`src/rtl/addsub_pkg.sv`:
```
// -----------------------------------------------------------------------------
// addsub_pkg
// Shared definitions for the chunked add/subtract unit:
//   - state_t   : FSM state encoding (IDLE / RUN / DONE)
//   - cnt_width : width of the chunk counter, max(1, clog2(n))
// -----------------------------------------------------------------------------
package addsub_pkg;

    typedef enum logic [1:0] {
        IDLE = 2'd0,
        RUN  = 2'd1,
        DONE = 2'd2
    } state_t;

    // Bits needed to count 0..n-1, never less than one so the counter
    // still exists when the whole word is a single chunk.
    function automatic int cnt_width(input int n);
        int w;
        w = 0;
        while ((1 << w) < n) begin
            w = w + 1;
        end
        return (w < 1) ? 1 : w;
    endfunction

endpackage : addsub_pkg

```
`src/rtl/addsub_slice.sv`:
```
// -----------------------------------------------------------------------------
// addsub_slice
// Combinational CHUNK-bit ripple slice used by chunked_addsub.
// Ports:
//   a, b   : CHUNK-bit addends (b is already inverted for subtraction)
//   cin    : carry into the slice LSB
//   sum    : CHUNK-bit sum
//   cout   : carry out of the slice MSB
//   c_msb  : carry into the slice MSB (overflow = c_msb ^ cout on the top slice)
// -----------------------------------------------------------------------------
module addsub_slice #(
    parameter int CHUNK = 4
) (
    input  logic [CHUNK-1:0] a,
    input  logic [CHUNK-1:0] b,
    input  logic             cin,
    output logic [CHUNK-1:0] sum,
    output logic             cout,
    output logic             c_msb
);

    logic [CHUNK:0] full;

    always_comb begin
        full  = {1'b0, a} + {1'b0, b} + {{CHUNK{1'b0}}, cin};
        sum   = full[CHUNK-1:0];
        cout  = full[CHUNK];
        // The sum bit is a ^ b ^ carry_in, so the carry into the MSB falls
        // out of the MSB bits without a second adder.
        c_msb = a[CHUNK-1] ^ b[CHUNK-1] ^ full[CHUNK-1];
    end

endmodule : addsub_slice

```
`src/rtl/chunked_addsub.sv`:
```
// -----------------------------------------------------------------------------
// chunked_addsub
// WIDTH-bit add/subtract with carry-in, computed CHUNK bits per clock (LSB
// slice first) through a carry register, with carry/overflow/zero/negative
// flags. Valid/ready handshakes on both input and output sides.
// Ports:
//   clk, rst            : clock, asynchronous active-high reset
//   in_valid / in_ready : operand handshake (in_ready high only in IDLE)
//   A, B, C, sub        : operands, carry/borrow-in, 0=add 1=subtract
//   out_valid/out_ready : result handshake (out_valid high only in DONE)
//   S, c4, v, z, n      : result, carry out, signed overflow, zero, negative
// -----------------------------------------------------------------------------
module chunked_addsub
    import addsub_pkg::*;
#(
    parameter int WIDTH = 16,
    parameter int CHUNK = 4
) (
    input  logic             clk,
    input  logic             rst,
    input  logic             in_valid,
    output logic             in_ready,
    input  logic [WIDTH-1:0] A,
    input  logic [WIDTH-1:0] B,
    input  logic             C,
    input  logic             sub,
    output logic             out_valid,
    input  logic             out_ready,
    output logic [WIDTH-1:0] S,
    output logic             c4,
    output logic             v,
    output logic             z,
    output logic             n
);

    localparam int             NCHUNK = WIDTH / CHUNK;
    localparam int             CW     = cnt_width(NCHUNK);
    localparam logic [CW-1:0]  LAST   = CW'(NCHUNK - 1);

    state_t           state, state_nxt;
    logic [WIDTH-1:0] a_q, b_q, s_q, s_nxt;
    logic             carry_q;
    logic [CW-1:0]    cnt;
    logic [CHUNK-1:0] a_sl, b_sl, sum;
    logic             cout, c_msb;
    logic             accept, last;

    assign accept = (state == IDLE) && in_valid;
    assign last   = (cnt == LAST);

    // ---------------- FSM: state register ----------------
    // NOTE: sequential state uses non-blocking (<=) so every flop samples the
    // pre-edge values; blocking here would create order-dependent races.
    always_ff @(posedge clk or posedge rst) begin
        if (rst) state <= IDLE;
        else     state <= state_nxt;
    end

    // ---------------- FSM: next state ----------------
    // NOTE: every always_comb output gets a default first so no path leaves
    // it unassigned, which is what would otherwise infer a latch.
    always_comb begin
        state_nxt = state;
        unique case (state)
            IDLE:    if (in_valid)  state_nxt = RUN;
            RUN:     if (last)      state_nxt = DONE;
            DONE:    if (out_ready) state_nxt = IDLE;
            default:                state_nxt = IDLE;
        endcase
    end

    // ---------------- FSM: outputs ----------------
    always_comb begin
        in_ready  = (state == IDLE);
        out_valid = (state == DONE);
    end

    // ---------------- slice select ----------------
    always_comb begin
        a_sl = '0;
        b_sl = '0;
        for (int i = 0; i < NCHUNK; i++) begin
            if (cnt == CW'(i)) begin
                a_sl = a_q[i*CHUNK +: CHUNK];
                b_sl = b_q[i*CHUNK +: CHUNK];
            end
        end
    end

    addsub_slice #(.CHUNK(CHUNK)) u_slice (
        .a     (a_sl),
        .b     (b_sl),
        .cin   (carry_q),
        .sum   (sum),
        .cout  (cout),
        .c_msb (c_msb)
    );

    // Result with the current slice merged in; on the final slice this is the
    // complete word, so z and n are taken from it directly.
    always_comb begin
        s_nxt = s_q;
        for (int i = 0; i < NCHUNK; i++) begin
            if (cnt == CW'(i)) s_nxt[i*CHUNK +: CHUNK] = sum;
        end
    end

    // ---------------- datapath ----------------
    // NOTE: operand registers are reset along with the visible outputs so an
    // aborted operation leaves no stale state; they are plain flops, not RAM.
    always_ff @(posedge clk or posedge rst) begin
        if (rst) begin
            a_q     <= '0;
            b_q     <= '0;
            carry_q <= 1'b0;
            cnt     <= '0;
            s_q     <= '0;
            c4      <= 1'b0;
            v       <= 1'b0;
            z       <= 1'b0;
            n       <= 1'b0;
        end else if (accept) begin
            // Subtraction as A + ~B + ~C: condition B and the carry once here.
            a_q     <= A;
            b_q     <= B ^ {WIDTH{sub}};
            carry_q <= C ^ sub;
            cnt     <= '0;
        end else if (state == RUN) begin
            s_q     <= s_nxt;
            carry_q <= cout;
            cnt     <= cnt + CW'(1);
            if (last) begin
                c4 <= cout;
                v  <= cout ^ c_msb;
                z  <= (s_nxt == '0);
                n  <= s_nxt[WIDTH-1];
            end
        end
    end

    assign S = s_q;

endmodule : chunked_addsub

```
`config.mk`:
```
export PLATFORM = sky130hd
export DESIGN_NAME = chunked_addsub
export DESIGN_NICKNAME = d
export VERILOG_FILES = /design/src/rtl/addsub_pkg.sv /design/src/rtl/addsub_slice.sv /design/src/rtl/chunked_addsub.sv
export SDC_FILE = /design/constraint.sdc
export NUM_CORES = 1
export LEC_CHECK = 0
export CORE_MARGIN = 3
export CORE_UTILIZATION = 51
export CTS_CLUSTER_SIZE = 8
export DETAILED_ROUTE_END_ITERATION = 8
export PLACE_DENSITY_LB_ADDON = 0.15
export SYNTH_ARGS = -nofsm -noshare
export SYNTH_HDL_FRONTEND = slang
export SYNTH_HIERARCHICAL = 1
export SYNTH_SLANG_ARGS = --single-unit
```
`constraint.sdc`:
```
create_clock -name clk -period 3.6 [get_ports clk]
set_input_delay 0.72 -clock clk [delete_from_list [all_inputs] [get_ports clk]]
set_output_delay 0.72 -clock clk [all_outputs]
set_load 0.01 [all_outputs]
```
After elaboration in Yosys (flattened, before gate mapping)
Cells that the tools add are included.
W data, S select, Z words.
{"block": "classes", "reduce_logical": 8, "muxes": 20, "n_eq_ne": 8, "n_bitwise": 6, "n_addsub": 3}
{"cell": "$mux W4", "n": 12}
{"cell": "$logic_not A16 Y1", "n": 1}
{"cell": "$xor A16 B16 Y16", "n": 1}
{"cell": "$mux W2", "n": 5}
{"cell": "$eq A2 B2 Y1 const B", "n": 3}
{"cell": "$pmux W2 S3", "n": 1}
{"cell": "$reduce_and A3 Y1", "n": 2}
{"cell": "$add A4 B4 Y5", "n": 1}
{"cell": "$add A5 B1 Y5", "n": 1}
{"cell": "$eq A2 B1 Y1 const B", "n": 2}
{"cell": "$logic_not A2 Y1", "n": 2}
{"cell": "$ne A2 B2 Y1 const B", "n": 2}
{"cell": "$xor A1 B1 Y1", "n": 4}
{"cell": "$add A2 B1 Y2 const B", "n": 1}
{"cell": "$mux W1", "n": 2}
{"cell": "$ne A2 B1 Y1 const B", "n": 1}
{"cell": "$reduce_and A2 Y1", "n": 1}
{"cell": "$reduce_bool A2 Y1", "n": 1}
{"cell": "$logic_and A1 B1 Y1", "n": 1}
{"cell": "$not A1 Y1", "n": 1}
{"block": "totals", "register_bits": 57, "inputBits": 38, "output_inout_bits": 22, "elab_cells": 55}

Logic depth before layout (Yosys ltp)
Gate-level depths: netlist (run 1).
{"block": "logic_depth", "ltp_word": 9, "depth_mapped": 14, "ltp_nobuf": 13}

Modules after synthesis
Netlist (run 1), hierarchy kept.
{"module": "chunked_addsub", "area_each_um2": 2753.9, "cells_per_inst": 236, "seq_area_each_um2": 1426.4, "n_inst": 1}
{"module": "addsub_slice", "area_each_um2": 143.9, "cells_per_inst": 17, "seq_area_each_um2": 0.0, "n_inst": 1}

Worst setup path after synthesis (run 1)
No wires, ideal clock.
{"block": "synth_timing", "path_type": "reg2reg", "from": "reg cnt[0]", "to": "reg z", "stages_incl_launch_ff": 14, "period_less_slack_ps": 2980, "setup_ps": 95, "setup_slack_ps": 620, "t_arrival_ps": 2884, "n_path_buf": 2, "t_required_ps": 3505, "cell_sequence": "dfrtp_1 -> inv_1 -> ha_1 -> clkbuf_2 -> buf_1 -> a221oi_1 -> o31ai_1 -> fa_1 -> inv_1 -> fa_1 -> xnor2_1 -> nor4_1 -> o221ai_1 -> o31ai_1"}
{"block": "synth_between", "elab_chain_len": 9, "word_cells_on_any_way": 20, "cone_classes": "add/sub: 2; eq/ne: 3; mux: 12; reduce/logical: 3"}
{"item": "from (decl)", "line_no": "chunked_addsub.sv:43", "source": "logic [CW-1:0] cnt;"}
{"item": "from (signal assigned)", "line_no": "chunked_addsub.sv:131", "source": "cnt <= cnt + CW'(1);"}
{"item": "$logic_not A2 Y1", "line_no": "chunked_addsub.sv:83", "source": "if (cnt == CW'(i)) begin"}
{"item": "$mux W4 (3 in a row)", "line_no": "chunked_addsub.sv:83"}
{"item": "$mux W4 (*)", "line_no": "chunked_addsub.sv:83"}
{"item": "named net a_sl[0]", "line_no": "chunked_addsub.sv:44", "source": "logic [CHUNK-1:0] a_sl, b_sl, sum;"}
{"item": "$add A4 B4 Y5 (*)", "line_no": "addsub_slice.sv:25", "source": "full = {1'b0, a} + {1'b0, b} + {{CHUNK{1'b0}}, cin};"}
{"item": "$add A5 B1 Y5 (*)", "line_no": "addsub_slice.sv:25"}
{"item": "named net sum[2]", "line_no": "chunked_addsub.sv:44"}
{"item": "$mux W4", "line_no": "chunked_addsub.sv:104", "source": "if (cnt == CW'(i)) s_nxt[i*CHUNK +: CHUNK] = sum;"}
{"item": "$logic_not A16 Y1 (*)", "line_no": "chunked_addsub.sv:135", "source": "z <= (s_nxt == '0);"}
{"item": "to (signal assigned)", "line_no": "chunked_addsub.sv:135"}
{"item": "to (decl)", "line_no": "chunked_addsub.sv:32", "source": "output logic z,"}
Mark *: on every way through the listed nets, which the timed path passes. The rest lies on a longest branch.
A chain may end at the register's enable or synchronous reset.

Worst setup path after layout (run 1)
{"block": "layout_timing", "from": "reg cnt[1]", "to": "reg z"}
{"block": "layout_between", "elab_chain_len": 9, "word_cells_on_any_way": 20, "cone_classes": "add/sub: 2; eq/ne: 3; mux: 12; reduce/logical: 3"}
{"item": "$logic_not A2 Y1", "line_no": "chunked_addsub.sv:83"}
{"item": "$mux W4 (3 in a row)", "line_no": "chunked_addsub.sv:83"}
{"item": "$mux W4 (*)", "line_no": "chunked_addsub.sv:83"}
{"item": "named net b_sl[0]", "line_no": "chunked_addsub.sv:44"}
{"item": "$add A4 B4 Y5 (*)", "line_no": "addsub_slice.sv:25"}
{"item": "$add A5 B1 Y5 (*)", "line_no": "addsub_slice.sv:25"}
{"item": "named net sum[2]", "line_no": "chunked_addsub.sv:44"}
{"item": "$mux W4", "line_no": "chunked_addsub.sv:104"}
{"item": "$logic_not A16 Y1 (*)", "line_no": "chunked_addsub.sv:135"}
Marks and branches as above.

==> results.md, run 1 <==
- Gp weighted congestion: 0.8181
- Critical path class: flip-flop to flip-flop
- Post-CTS Hold Buffers: 0
- Met1 Wirelength: 2492 µm
- Vias in the first global route: 2032
- CTS tree: done
- Wirelength per Cell: 14.62 µm
- CTS buffer count: 9
- Static Leak: 1.535 nW
- CP required: 3.83 ns
- Adder-cell share of the synthesized area: 4.836%
- Distinct cells, synth: 33
- Largest net degree at the start of global routing: 58
- Global-route wire length before repair: 9522 µm
- Post-synthesis cell area: 2898 µm²
- Met3 Wirelength: 317 µm
- Final Setup Violations: 0
- Hold Path Stages: 1
- Metal2 WL: 2704 µm
- Die area: 6623 µm²
- Antenna-violating nets left: 0
- Post_cts resized: 0
- Worst r2r dst: z$_DFFE_PP0P_
- Clock latency on the worst-skew pair: 0.34 ns
- H-tree Lvls: 3
- Worst slew pin tran: 0.9487 ns
- Pre-CTS worst setup slack: 0.1287 ns
- Grt total ovfl: 0
- Worst R2R Start: cnt[1]$_DFFE_PP0P_
- Reg2Reg Depth: 13
- Drt via density: 5.332
- Finished Cell Area: 3721 µm²
- Yosys reg bits: 57
- Synth-to-Final Area Change: 28.41%
- Sequential fraction of the synthesis area: 49.22%
- Normalized max-slew margin: 36.62%
- Synth Area in Simple Gates: 12.00%
- # rows: 26
- CP Data Arrival Time: 3.55 ns
- Setup ws final: 0.2810 ns
- Syn Nets: 301
- IO Pins: 60
- Top Layer Used: met4
- Avg Inst Size Synth: 11.45 µm²
- Share of cells above drive strength 1: 18.99%
- Dpl cell area: 3517 µm²
- Worst setup SP type: flip-flop
- WHS Endpoint: a_q[1]$_DFFE_PP0P_
- Die W: 81.38 µm
- Drt drc: 0
- Initial core utilization: 54.65%
- Fin crit period: 3.319 ns
- Detailed Route WL: 5645 µm
- Root buffer cell: clkbuf_8
- Post-DP HPWL: 4005 µm
- Final Max Slew Viols: 0
- Compound-cell area share of the yosys netlist: 9.801%
- Number of port buffers: 59
- Warnings, synthesis: 6
- Setup slack on the worst flop-to-flop path: 0.28 ns
- Clock Skew: 0.006263 ns
- Post-CTS Repair Setup Buffers: 0
- Multiplexer share of the synthesized area: 13.56%
- HP Start: a_q[1]$_DFFE_PP0P_
- Worst-path maximum fanout: 11
- Post-Syn Instances: 253
- Crit. End Element: flip-flop
- Initial DRC Count: 78
- Routed via count: 2058
- Antenna cells: 0
- Clk pin slew, worst setup/hold paths: 0.06 ns
- Total GRT Usage: 19.24%
- Max_cap viols: 0
- Layout Nets: 359
- Largest family of logic cells by synthesized area: multiplexers
- Post-Route Setup TNS: 0 ns
- Bufs on Longest Clock Path: 2
- Run status: finished clean
- Pwr per Cell Area: 1077 nW/µm²
- Drt first pass iters: 4
- Core Footprint: 5303 µm²
- Peak Freq: 301.3 MHz
- Worst VDD drop: 0.6434 mV
- Post-route clock period utilization: 92.20%
- Clock sink total: 57
- Initial antenna violation count: 0
- FILL cells: 418
- Synth Area in XOR/XNOR: 6.045%
- Die H: 81.38 µm
- Worst min path class: flip-flop to flip-flop
- Final Hold Viols: 0
## where the power goes
part / switching (mW) / internal, mW
clock: 0.245 / 0.337
combinational: 1.17 / 1.07
sequential: 0.210 / 0.970
## per-layer routing
metal  vias up  GRT usage, %
met1       988         24.14
met4         0         10.64
met3        16         4.324
met5         -             0
li1        995             -
met2        59         30.70
## final cells by class
type	instances	area, µm²	share of cell area [%]
Clock inverter	3	40.04	1.076
Sequential cell	57	1426	38.33
Clock buffer	13	148.9	4.001
Multi-Input combinational cell	172	1355	36.42
Inverter	8	30.03	0.8070
Timing Repair Buffer	63	633.1	17.01
Tap cell	70	87.58	2.354
## stage by stage
step | utilization (%) | hold WS [ns] | total power, mW | std cells
floorplan | - | 0.4726 | 2.691 | 253
global placement | 66.33 | 0.4634 | 3.316 | 370
detailed placement | 66.33 | 0.4909 | 3.365 | 370
CTS | 69.89 | 0.5042 | 3.968 | 386
global route | 70.17 | 0.5195 | 4.346 | 386
finish | 70.17 | 0.5039 | 4.007 | 386
## cell usage in the layout, fill, tap and decap left out, drive strengths merged
cell,instances
inv,8
a21oi,18
a221oi,8
buf,4
dfrtp,57
nor3,1
xnor2,18
clkdlybuf4s50,59
o221ai,1
clkbuf,13
ha,8
or3,1
mux2,34
nand2b,3
o31ai,10
xor2,2
clkinv,2
nor2b,18
nand3,1
mux2i,1
fa,2
nor2,17
bufinv,1
nand3b,1
nand2,16
nor4,4
nor3b,1
o21ai,5
o21bai,1
a22oi,1
## state kept, by name, indices dropped and copies added, names as in the netlist
name     flops
S           16
a_q         16
b_q         16
cnt          2
state        2
c4           1
carry_q      1
n            1
v            1
z            1
## Yosys cell counts, drive strengths merged
library cell	number	area share, %
a21oi	18	3.1
a221oi	8	2.4
a22oi	1	0.26
buf	13	3.0
clkbuf	3	0.47
dfrtp	57	49
fa	2	1.4
ha	8	3.5
inv	8	1.0
mux2	34	13
mux2i	1	0.35
nand2	16	2.9
nand2b	3	0.65
nand3	1	0.17
nand3b	1	0.26
nor2	17	2.2
nor2b	18	3.9
nor3	1	0.17
nor3b	1	0.65
nor4	4	0.86
o21ai	5	0.86
o21bai	1	0.26
o221ai	1	0.30
o31ai	10	2.6
or3	1	0.22
xnor2	18	5.4
xor2	2	0.60
## logic make-up after synthesis
family                     after synthesis
muxes                                   35
and+or+nand+nor                         63
adders and majority gates               10
DFF                                     57
AOI/OAI and AO/OA                       44
buffers and inverters                   24
xor gates and xnor gates                20
## critical path, cell delays in order, from the launching register on
cell and delay, ns:
dfrtp_1 0.40, inv_1 0.13, ha_1 0.34, buf_4 0.25, nor2b_1 0.06, a221oi_1 0.30
o31ai_2 0.12, fa_1 0.44, inv_1 0.08, fa_1 0.24, xnor2_2 0.16, nor4_1 0.30
o221ai_1 0.16, o31ai_1 0.23
## worst max path at each step
| stage | to | from | cells past startpoint | slack [ns] |
|---|---|---|---|---|
| after CTS | z$_DFFE_PP0P_ | cnt[0]$_DFFE_PP0P_ | 11 | 0.08 |
| after detailed placement | z$_DFFE_PP0P_ | cnt[0]$_DFFE_PP0P_ | 11 | 0.13 |
| final | z$_DFFE_PP0P_ | cnt[1]$_DFFE_PP0P_ | 13 | 0.28 |
| after global routing | z$_DFFE_PP0P_ | cnt[1]$_DFFE_PP0P_ | 13 | -0.003 |
| after global placement | z$_DFFE_PP0P_ | cnt[0]$_DFFE_PP0P_ | 11 | 0.34 |
| after floorplan | z$_DFFE_PP0P_ | cnt[0]$_DFFE_PP0P_ | 13 | 0.62 |
Note: power is estimated with default switching activity, not from simulation.
==> run 2: changes to the inputs <==
Settings changed: CORE_UTILIZATION 51 to 35, MAX_ROUTING_LAYER from default to met4, RECOVER_POWER from default to 100.
==> results.md, run 2 (same netlist as run 1, synthesis figures left out) <==
- CP required: 3.85 ns
- Pre-CTS worst setup slack: 0.2508 ns
- IO Pins: 60
- Run status: finished clean
- Dpl cells: 401
- Finished Cell Area: 3719 µm²
- Synth-to-Final Area Change: 28.32%
- Wirelength per Cell: 14.14 µm
- Worst VDD drop: 0.4739 mV
- Worst setup SP type: flip-flop
- Drt first pass iters: 4
- Initial antenna violation count: 0
- Worst min path class: flip-flop to flip-flop
- Final Hold Viols: 0
- Crit. End Element: flip-flop
- Peak Freq: 313.7 MHz
- H-tree Lvls: 3
- Fin Hold WS: 0.4755 ns
- Clk pin slew, worst setup/hold paths: 0.06 ns
- Drt drc: 0
- Routed via count: 2011
- Worst R2R Start: cnt[1]$_DFFE_PP0P_
- Commonest non-fill, non-tap cell in the layout: dfrtp_1
- Static Leak: 1.538 nW
- Global-route wire length before repair: 10160 µm
- Vias in the first global route: 2064
- Bufs on Longest Clock Path: 2
- Setup ws final: 0.4125 ns
- Clock latency on the worst-skew pair: 0.34 ns
- Root buffer cell: clkbuf_8
- Post-Route Setup TNS: 0 ns
- Setup slack on the worst flop-to-flop path: 0.41 ns
- Slowest stage delay, CP: 0.39 ns
- RSZ-0062 raised after global routing: false
- Design Power: 3.885 mW
- Gp weighted congestion: 0.6874
- Worst-path maximum fanout: 19
- Grt total ovfl: 0
- Dpl cell area: 3537 µm²
- Core Footprint: 7888 µm²
- Critical Path Slowest Stage Cell: fa_1
- Worst slew pin tran: 1.370 ns
- Max_cap viols: 0
- Share of cells above drive strength 1: 17.83%
- Largest net degree at the start of global routing: 58
- Critical path class: flip-flop to flip-flop
- Initial core utilization: 36.74%
- Drt via density: 4.834
- Die area: 9407 µm²
- CTS buffer count: 9
- Post-CTS Hold Buffers: 0
- Hold Path Stages: 2
- Pwr per Cell Area: 1045 nW/µm²
- CTS tree: done
- Reg2Reg Depth: 13
- Final std cells w/o fill: 416
- Layout Utilization: 47.14%
- Post-DP HPWL: 4184 µm
- Normalized max-slew margin: 8.672%
- # rows: 32
- Die H: 96.99 µm
- FILL cells: 762
- CP Data Arrival Time: 3.43 ns
- Die W: 96.99 µm
- Clock sink total: 57
- Layout Nets: 358
- Most frequent cells in the layout: dfrtp_1, clkdlybuf4s50_1, mux2_2
- Post-route clock period utilization: 88.54%
- WHS Endpoint: v$_DFFE_PP0P_
- Total GRT Usage: 13.76%
- Number of port buffers: 59
- HP Start: v$_DFFE_PP0P_
- Detailed Route WL: 5883 µm
- Antenna-violating nets left: 0
- Fin crit period: 3.187 ns
- Initial DRC Count: 54
- Crit path cell chain: inv_1 -> ha_1 -> buf_4 -> nor2b_1 -> a221oi_1 -> o31ai_1 -> fa_1 -> inv_1 -> fa_1 -> xnor2_1 -> nor4_1 -> o221ai_1 -> o31ai_1
- Antenna cells: 0
- Final Setup Violations: 0
- Final Max Slew Viols: 0
- Worst r2r dst: z$_DFFE_PP0P_
- Clock Skew: 0.006227 ns
run 2: final cells by class:
cell class,count,area (µm²),share of cell area [%]
clock buffers,12,155.1,4.172
clock inverters,3,40.04,1.077
inverters,8,30.03,0.8075
multi-input cells,172,1331,35.80
flip-flops and latches,57,1426,38.36
well taps,102,127.6,3.432
repair buffers,62,608.1,16.35
run 2: worst max-delay path by stage:
stage                                   from       endpoint  slack, ns  depth (start not counted)
final                     cnt[1]$_DFFE_PP0P_  z$_DFFE_PP0P_       0.41                         13
after global routing      cnt[1]$_DFFE_PP0P_  z$_DFFE_PP0P_       0.08                         13
after CTS                 cnt[0]$_DFFE_PP0P_  z$_DFFE_PP0P_       0.22                         11
after detailed placement  cnt[0]$_DFFE_PP0P_  z$_DFFE_PP0P_       0.25                         11
after global placement    cnt[0]$_DFFE_PP0P_  z$_DFFE_PP0P_       0.39                         11
after floorplan           cnt[0]$_DFFE_PP0P_  z$_DFFE_PP0P_       0.62                         13
run 2: report_power, final:
part           leakage (nW)  internal (mW)  switching, mW
combinational         0.768          0.976           1.14
clock                 0.102          0.351          0.248
sequential            0.667          0.970          0.196
run 2: worst max-delay path: cells and delay by family, from the launching register on:
family	cells	cell delay [ns]
and+or+nand+nor	2	0.47
xor gates and xnor gates	1	0.24
buffers and inverters	3	0.37
adders and majority gates	3	0.84
DFF	1	0.38
AOI/OAI and AO/OA	4	0.79
run 2: repair_timing:
item                                    in CTS  in global routing
endpoints found under the setup margin       0                  1
setup buffers                                0                  0
gates resized for setup                      0                  1
hold endpoints to repair                     0                  0
run 2: layer usage:
layer | vias up | GRT usage [%] | share of wire (%)
met5 | - | - | 0
met2 | 48 | 20.75 | 46
met4 | 0 | 5.184 | 1.3
li1 | 989 | - | -
met1 | 965 | 17.72 | 48
met3 | 9 | 3.821 | 4.9
==> run 3: changes to the inputs <==
Settings changed: MAX_ROUTING_LAYER met4 to default, RECOVER_POWER 100 to default, SLEW_MARGIN from default to 20.
==> results.md, run 3 (same netlist as run 1, synthesis figures left out) <==
- Run status: finished clean
- Antenna cells: 0
- Commonest non-fill, non-tap cell in the layout: clkdlybuf4s50_1
- HP Start: v$_DFFE_PP0P_
- Clock latency on the worst-skew pair: 0.34 ns
- # rows: 32
- Root buffer cell: clkbuf_8
- Die W: 96.99 µm
- Number of port buffers: 59
- Antenna-violating nets left: 0
- Setup ws final: 0.4346 ns
- Worst VDD drop: 0.4733 mV
- Initial DRC Count: 63
- Critical path class: flip-flop to flip-flop
- Synth-to-Final Area Change: 28.89%
- RSZ-0062 raised after global routing: false
- IO Pins: 60
- Wirelength per Cell: 14.06 µm
- Drt drc: 0
- Final Setup Violations: 0
- Post-route clock period utilization: 87.93%
- Grt total ovfl: 0
- Most frequent cells in the layout: clkdlybuf4s50_1, dfrtp_1, mux2_2
- Gp weighted congestion: 0.6804
- Global-route wire length before repair: 10160 µm
- Worst r2r dst: z$_DFFE_PP0P_
- Clock Skew: 0.006066 ns
- Final Max Slew Viols: 0
- Drt first pass iters: 4
- Share of cells above drive strength 1: 18.47%
- Worst min path class: flip-flop to flip-flop
- Initial core utilization: 36.74%
- Worst setup SP type: flip-flop
- Total GRT Usage: 13.38%
- Worst slew pin tran: 0.8969 ns
- Normalized max-slew margin: 40.02%
- Drt via density: 4.837
- H-tree Lvls: 3
- Final Hold Viols: 0
- Fin crit period: 3.165 ns
- Peak Freq: 315.9 MHz
- Routed via count: 2012
- Die area: 9407 µm²
- Max_cap viols: 0
- Vias in the first global route: 2067
- Worst R2R Start: cnt[1]$_DFFE_PP0P_
- Reg2Reg Depth: 13
- Clock sink total: 57
- Initial antenna violation count: 0
- Worst-path maximum fanout: 19
- Die H: 96.99 µm
- Area taken by multi-input logic gates: 1343 µm²
- CTS buffer count: 9
- Clk pin slew, worst setup/hold paths: 0.06 ns
- Post-CTS Hold Buffers: 0
- CP Data Arrival Time: 3.41 ns
- Detailed Route WL: 5851 µm
- Pre-CTS worst setup slack: 0.2508 ns
- Setup slack on the worst flop-to-flop path: 0.43 ns
- CP required: 3.84 ns
- Static Leak: 1.523 nW
- Crit. End Element: flip-flop
- CTS tree: done
- Core Footprint: 7888 µm²
- Post-DP HPWL: 4184 µm
- Largest net degree at the start of global routing: 58
- Post-Route Setup TNS: 0 ns
- Sequential cell area: 1426 µm²
- Pwr per Cell Area: 1054 nW/µm²
- Bufs on Longest Clock Path: 2
- FILL cells: 760
- Layout Nets: 358
- Hold Path Stages: 2
- WHS Endpoint: v$_DFFE_PP0P_
-- run 3: power breakdown --
part | internal, mW | total [mW] | switching [mW]
clock network | 0.351 | 0.596 | 0.245
registers | 0.970 | 1.18 | 0.206
logic | 1.02 | 2.17 | 1.14
total | 2.34 | 3.94 | 1.59
-- run 3: through the flow --
stage               instances  total power, mW  hold slack (ns)  util [%]  cell area (µm²)
floorplan                 253            2.691           0.4726         -             2898
global placement          401            3.352           0.4651     44.84             3537
detailed placement        401            3.383           0.4736     44.84             3537
CTS                       416            3.990           0.4875     47.32             3732
global route              416            4.297           0.5251     47.35             3735
finish                    416            3.937           0.4802     47.35             3735
-- run 3: timing repair --
item / in CTS / in global routing
resized for setup: 0 / 1
setup endpoints to repair: 0 / 1
buffers inserted: 0 / 0
-- run 3: critical path, stage by stage, from the launching register on --
cell and delay, ns:
dfrtp_1 0.38, inv_1 0.11, ha_1 0.19, buf_4 0.20, nor2b_1 0.14, a221oi_1 0.08
o31ai_1 0.34, fa_1 0.26, inv_1 0.06, fa_1 0.39, xnor2_1 0.24, nor4_1 0.33
o221ai_1 0.16, o31ai_1 0.20
-- run 3: worst max-delay path by stage --
stage                             startpoint            end  slack, ns  cells past startpoint
after global routing      cnt[1]$_DFFE_PP0P_  z$_DFFE_PP0P_       0.08                     13
after floorplan           cnt[0]$_DFFE_PP0P_  z$_DFFE_PP0P_       0.62                     13
after detailed placement  cnt[0]$_DFFE_PP0P_  z$_DFFE_PP0P_       0.25                     11
after CTS                 cnt[0]$_DFFE_PP0P_  z$_DFFE_PP0P_       0.22                     11
after global placement    cnt[0]$_DFFE_PP0P_  z$_DFFE_PP0P_       0.39                     11
final                     cnt[1]$_DFFE_PP0P_  z$_DFFE_PP0P_       0.43                     13
-- run 3: area by class of cell --
| class | instances | area share [%] |
|---|---|---|
| Clock inverter | 3 | 1.072 |
| Timing Repair Buffer | 62 | 16.42 |
| Sequential cell | 57 | 38.19 |
| Multi-Input combinational cell | 172 | 35.95 |
| Inverter | 8 | 0.8040 |
| Clock buffer | 12 | 4.154 |
| Tap cell | 102 | 3.417 |
-- run 3: routing by layer --
metal  GRT usage, %  vias to the layer above  wire length (µm)
met4          5.184                        0                83
met2          20.70                       48              2709
li1               -                      994                 -
met1          17.77                      962              2757
met3          3.821                        8               300
met5              0                        -                 0
